File: config.mk
export PLATFORM = sky130hd
export DESIGN_NAME = rot_frame_timing_gen
export DESIGN_NICKNAME = d
export VERILOG_FILES = /design/src/rtl/rot_frame_timing_gen.sv
export SDC_FILE = /design/constraint.sdc
export NUM_CORES = 1
export LEC_CHECK = 0
export BUFFER_PORTS_ARGS = -buffer_cell sky130_fd_sc_hd__buf_2
export CORE_ASPECT_RATIO = 1.2
export CORE_MARGIN = 2
export CORE_UTILIZATION = 47
export CTS_BUF_LIST = sky130_fd_sc_hd__clkbuf_4
export DETAILED_ROUTE_END_ITERATION = 7
export PLACE_DENSITY = 0.78
export RECOVER_POWER = 50
export SYNTH_ARGS = -nofsm -noshare
export SYNTH_HDL_FRONTEND = slang
export SYNTH_SLANG_ARGS = --single-unit
File: constraint.sdc
create_clock -name i_clk -period 3.5 [get_ports i_clk]
set_input_delay 0.7 -clock i_clk [delete_from_list [all_inputs] [get_ports i_clk]]
set_output_delay 0.7 -clock i_clk [all_outputs]
set_load 0.03 [all_outputs]
File: src/rtl/rot_frame_timing_gen.sv
// -----------------------------------------------------------------------------
// rot_frame_timing_gen
//
// Output-side frame timing generator for the rotated image path. On a start
// request in IDLE it latches the (clamped) frame width/depth and produces one
// frame of timing: a vertical blanking interval with a frame-start pulse, then
// per line a horizontal blanking interval with a line-start pulse followed by
// W active pixels with their column/line coordinates, and finally a one-cycle
// end-of-frame pulse.
//
// Ports:
//   i_clk     system clock, all logic on the rising edge
//   i_reset   synchronous active-high reset
//   i_start   frame request, only honoured in IDLE with non-zero dimensions
//   iv_width  requested frame width in pixels (clamped to MAX_WIDTH)
//   iv_depth  requested frame depth in lines  (clamped to MAX_DEPTH)
//   o_fsyn    one-cycle frame-start pulse (first VBLANK cycle)
//   o_hsyn    one-cycle line-start pulse (first HBLANK cycle of each line)
//   o_de      active pixel valid
//   ov_x      pixel column 0..W-1 (0 when o_de is low)
//   ov_y      pixel line 0..D-1   (0 when o_de is low)
//   o_busy    frame in progress (VBLANK, HBLANK, ACTIVE, DONE)
//   o_done    one-cycle end-of-frame pulse
//
// All outputs are registered and decoded from the next-state values, so an
// accepted start at cycle T shows o_fsyn/o_busy at T+1.
// -----------------------------------------------------------------------------
module rot_frame_timing_gen #(
    parameter int F_BLANK   = 4,
    parameter int H_BLANK   = 16,
    parameter int MAX_WIDTH = 1024,
    parameter int MAX_DEPTH = 768
) (
    input  logic        i_clk,
    input  logic        i_reset,
    input  logic        i_start,
    input  logic [11:0] iv_width,
    input  logic [11:0] iv_depth,
    output logic        o_fsyn,
    output logic        o_hsyn,
    output logic        o_de,
    output logic [11:0] ov_x,
    output logic [11:0] ov_y,
    output logic        o_busy,
    output logic        o_done
);

    typedef enum logic [2:0] {
        ST_IDLE   = 3'd0,
        ST_VBLANK = 3'd1,
        ST_HBLANK = 3'd2,
        ST_ACTIVE = 3'd3,
        ST_DONE   = 3'd4
    } state_t;

    localparam logic [15:0] F_LAST = 16'(F_BLANK - 1);
    localparam logic [15:0] H_LAST = 16'(H_BLANK - 1);
    localparam logic [11:0] MAX_W  = 12'(MAX_WIDTH);
    localparam logic [11:0] MAX_D  = 12'(MAX_DEPTH);

    state_t      state_r;
    state_t      state_s;
    logic [15:0] blank_cnt_r;
    logic [15:0] blank_cnt_s;
    logic [11:0] x_r;
    logic [11:0] x_s;
    logic [11:0] y_r;
    logic [11:0] y_s;
    logic [11:0] width_r;
    logic [11:0] width_s;
    logic [11:0] depth_r;
    logic [11:0] depth_s;

    logic        fsyn_r;
    logic        hsyn_r;
    logic        de_r;
    logic [11:0] x_out_r;
    logic [11:0] y_out_r;
    logic        busy_r;
    logic        done_r;

    // Next-state, counter and dimension-latch logic of the frame FSM.
    always_comb begin
        state_s     = state_r;
        blank_cnt_s = blank_cnt_r;
        x_s         = x_r;
        y_s         = y_r;
        width_s     = width_r;
        depth_s     = depth_r;
        case (state_r)
            ST_IDLE: begin
                // Zero-sized requests are dropped silently.
                if (i_start && (iv_width != 12'd0) && (iv_depth != 12'd0)) begin
                    state_s     = ST_VBLANK;
                    blank_cnt_s = 16'd0;
                    x_s         = 12'd0;
                    y_s         = 12'd0;
                    width_s     = (iv_width > MAX_W) ? MAX_W : iv_width;
                    depth_s     = (iv_depth > MAX_D) ? MAX_D : iv_depth;
                end else begin
                    state_s = ST_IDLE;
                end
            end
            ST_VBLANK: begin
                if (blank_cnt_r == F_LAST) begin
                    state_s     = ST_HBLANK;
                    blank_cnt_s = 16'd0;
                    y_s         = 12'd0;
                end else begin
                    blank_cnt_s = blank_cnt_r + 16'd1;
                end
            end
            ST_HBLANK: begin
                if (blank_cnt_r == H_LAST) begin
                    state_s = ST_ACTIVE;
                    x_s     = 12'd0;
                end else begin
                    blank_cnt_s = blank_cnt_r + 16'd1;
                end
            end
            ST_ACTIVE: begin
                if (x_r == (width_r - 12'd1)) begin
                    x_s = 12'd0;
                    if (y_r == (depth_r - 12'd1)) begin
                        state_s = ST_DONE;
                    end else begin
                        state_s     = ST_HBLANK;
                        blank_cnt_s = 16'd0;
                        y_s         = y_r + 12'd1;
                    end
                end else begin
                    x_s = x_r + 12'd1;
                end
            end
            ST_DONE: begin
                state_s = ST_IDLE;
            end
            default: begin
                state_s = ST_IDLE;
            end
        endcase
    end

    // State, counters and latched dimensions.
    always_ff @(posedge i_clk) begin
        if (i_reset) begin
            state_r     <= ST_IDLE;
            blank_cnt_r <= 16'd0;
            x_r         <= 12'd0;
            y_r         <= 12'd0;
            width_r     <= 12'd0;
            depth_r     <= 12'd0;
        end else begin
            state_r     <= state_s;
            blank_cnt_r <= blank_cnt_s;
            x_r         <= x_s;
            y_r         <= y_s;
            width_r     <= width_s;
            depth_r     <= depth_s;
        end
    end

    // Output registers decoded from the next state; blank counters only read
    // zero on the first cycle of a blanking interval, which gives the pulses.
    always_ff @(posedge i_clk) begin
        if (i_reset) begin
            fsyn_r  <= 1'b0;
            hsyn_r  <= 1'b0;
            de_r    <= 1'b0;
            x_out_r <= 12'd0;
            y_out_r <= 12'd0;
            busy_r  <= 1'b0;
            done_r  <= 1'b0;
        end else begin
            fsyn_r  <= (state_s == ST_VBLANK) && (blank_cnt_s == 16'd0);
            hsyn_r  <= (state_s == ST_HBLANK) && (blank_cnt_s == 16'd0);
            de_r    <= (state_s == ST_ACTIVE);
            x_out_r <= (state_s == ST_ACTIVE) ? x_s : 12'd0;
            y_out_r <= (state_s == ST_ACTIVE) ? y_s : 12'd0;
            busy_r  <= (state_s != ST_IDLE);
            done_r  <= (state_s == ST_DONE);
        end
    end

    assign o_fsyn = fsyn_r;
    assign o_hsyn = hsyn_r;
    assign o_de   = de_r;
    assign ov_x   = x_out_r;
    assign ov_y   = y_out_r;
    assign o_busy = busy_r;
    assign o_done = done_r;

endmodule
==> impl_metrics.ini <==
[synthesis]
synth-edff-count = 0
ys_seq_area_share_pct = 36.2
post-synth-top-count-cell = nor2_1
synthesis.area_um2 = 5300
synth_top_area_share_pct = 36.2
avgSynthCellArea_um2 = 7.78
async_flop_share_pct = 0
synthCells = 682
synth_cell_types = 73
syn-num-nets = 714
ys_top_cells_by_count = 105 x nor2_1, 96 x dfxtp_1, 64 x a21oi_1
yosys_warnings = 0
synthFlopType = dfxtp_1
yosys.area.top_type = dfxtp_1
synthTopCellsByArea = dfxtp_1 36%, nor2_1 7.4%, a21oi_1 6.0%, xnor2_1 3.6%, nand3_1 3.5%
synth_seq_cells = 96

[routing]
vias_per_cell = 6.12
drt_iter0_markers = 348
drc = 0
routedWlPerCell_um = 16.7
ant_nets = 0
wirelength_um = 14400
vias = 5277
dr.pass1.iters = 7

[sta]
setup_violations = 0
maxSlewViolCount = 0
hold_viol = 0
fin_skew_ps = 25.1
worst_pin_slew_ps = 1100
fin_crit_sh_pct = 94.2
min_period_ps = 3300
slew_headroom_pct = 26.8
fmax_mhz = 303
holdWs_ps = 489

[place]
dp_hpwl_um = 10700
gp_congestion = 0.942
place_inst = 844
portBuffers = 55

[setup_path]
max_stage_delay_ps = 530
crit_path_max_fanout = 6
crit_path_end = y_r[8]$_SDFF_PP0_
r2r_start = width_r[0]$_SDFFE_PP0P_
critPathKind = reg2reg
rr_worst_depth = 11
critPathRequiredTime_ps = 3870
path_buf_inv = 1
crit_path_end_kind = register
critPathLaunchType = register
startpoint = width_r[0]$_SDFFE_PP0P_
cp.arrival_ps = 3660
cp_cell_sequence = inv_1 > ha_1 > or4b_4 > or3_1 > a21oi_2 > o21ai_2 > a2111oi_4 > nand4_2 > o211a_1 > a211oi_1 > nor2_1
cp.depth = 11
rr_endpoint = y_r[8]$_SDFF_PP0_
r2r_slack_ps = 200
slowest_stage = a2111oi_4
critPathTopFamily = compound AO/OA/AOI/OAI gates

[clock_tree]
clkLatencyLatePin_ps = 470
clockRootBuffer = clkbuf_4
clk_pin_slew_ps = 170
cts_tree = yes
cts.sinks = 96
numCtsBuffers = 9
ctsHoldBuffers = 0
cts_buffer_depth = 2
h-tree-depth = 3

[global_route]
grt_use_total_pct = 24.5
grt_overflow = 0
antenna_found_initial = 1
grt_max_degree = 47
grt_pass1_vias = 5077
grt_pass1_wl_um = 23900

[flow_run]
drv_cap = 0

[layout]
diodes = 0
nets = 757
layout-area-overhead-vs-synth_pct = 9.84
final_layout_size_suffix_gt1_share_pct = 11.9
final_cell_count_no_fill = 862

[status]
status = completed

[pwr]
total_power_mw = 1.97
ir_drop_mv = 0.165
power.density_nw_per_um2 = 338
leakage_nw = 2.20

[floorplanning]
rows = 42
core_um2 = 11000
die_h_um = 120
ioPinCount = 56
die_w_um = 101
initial_core_util_pct = 48.1
dieArea_um2 = 12200

[hold_path]
hold_path_class = in2reg
## power by group
group	total [mW]	switching (mW)	internal (mW)	leakage, nW
logic	0.251	0.151	0.100	1.35
clock network	0.594	0.427	0.168	0.0709
registers	1.13	0.0186	1.11	0.775
total	1.97	0.596	1.37	2.20
## cells in the final DEF, fill, tap and decap left out, types with 4 or more instances in the layout
cell | synthesis | layout
nor2_1 | 105 | 105
dfxtp_1 | 96 | 96
a21oi_1 | 64 | 64
nand2_1 | 48 | 48
nand3_1 | 37 | 37
clkbuf_1 | 37 | 31
o21ai_0 | 27 | 27
buf_2 | 4 | 25
and3_1 | 23 | 23
xnor2_1 | 22 | 22
buf_4 | 2 | 20
nor3_1 | 19 | 19
inv_1 | 17 | 17
nor4_1 | 17 | 16
nor3b_1 | 12 | 12
xor2_1 | 9 | 9
nand4_1 | 9 | 9
clkbuf_4 | 0 | 9
a211oi_1 | 8 | 8
nor2b_1 | 7 | 7
a31oi_1 | 6 | 6
or3_1 | 5 | 5
a31o_2 | 5 | 5
ha_1 | 5 | 5
a311oi_1 | 4 | 4
o211a_1 | 4 | 4
and2_1 | 6 | 4
and4_1 | 4 | 4
o211ai_1 | 4 | 4
## tightest hold or removal path: cells and delay by family
family,cells,cell delay [ps]
and+or+nand+nor,1,60
AOI/OAI and AO/OA,1,50
buffers and inverters,1,110
## state kept, by name, summed over array words and instances, names as in the netlist
signal and flops:
blank_cnt_r 16, depth_r 12, o_busy 1, o_de 1, o_done 1, o_fsyn 1, o_hsyn 1, ov_x 12
ov_y 12, state_r 3, width_r 12, x_r 12, y_r 12
## cell families after synthesis
kind of cell / Yosys count / share of synthesized area (%)
xor+xnor: 32 / 5.57
flops: 96 / 36.2
buf+inv: 62 / 4.77
mux: 3 / 0.613
fa+ha+maj: 5 / 1.18
compound gates: 169 / 21.5
simple gates: 315 / 30.1
## stage by stage
stage          setup TNS, ps  worst slack [ps]  utilization, %  cell area (um^2)
2_1_floorplan              0               395               -              5300
3_3_place_gp               0               260            51.7              5710
3_5_place_dp               0               143            51.7              5710
4_1_cts                    0               128            53.0              5850
5_1_grt                -17.6             -13.1            52.8              5830
6_report                   0               204            52.8              5830
## cell type report
cell class | instances | area [um^2]
repair buffers | 76 | 392
clock inverters | 7 | 73.8
fillers | 1068 | 5210
well taps | 132 | 165
clock buffers | 9 | 67.6
flip-flops and latches | 96 | 1920
multi-input cells | 524 | 3140
inverters | 18 | 67.6
## how the worst min path moves through the flow
stage | to | from | cells after the start
6_report | width_r[6]$_SDFFE_PP0P_ | iv_width[6] | 3
5_1_grt | depth_r[5]$_SDFFE_PP0P_ | iv_depth[5] | 3
4_1_cts | width_r[7]$_SDFFE_PP0P_ | iv_width[7] | 3
3_5_place_dp | depth_r[1]$_SDFFE_PP0P_ | depth_r[1]$_SDFFE_PP0P_ | 2
3_3_place_gp | depth_r[1]$_SDFFE_PP0P_ | depth_r[1]$_SDFFE_PP0P_ | 2
2_1_floorplan | depth_r[7]$_SDFFE_PP0P_ | depth_r[7]$_SDFFE_PP0P_ | 2
## per-layer routing
layer,wire length (um),track usage [%],vias up,part of all wire [%]
li1,-,-,2557,-
met1,5690,26.6,2495,39
met2,7450,44.8,177,52
met3,706,4.86,46,4.9
met4,570,11.5,2,3.9
met5,13,0,-,0.090
## what timing repair did
action	CTS	global route
endpoints found under the setup margin	0	30
gates resized for setup	0	3
setup buffers	0	2
Note: power is estimated with default switching activity, not from simulation.
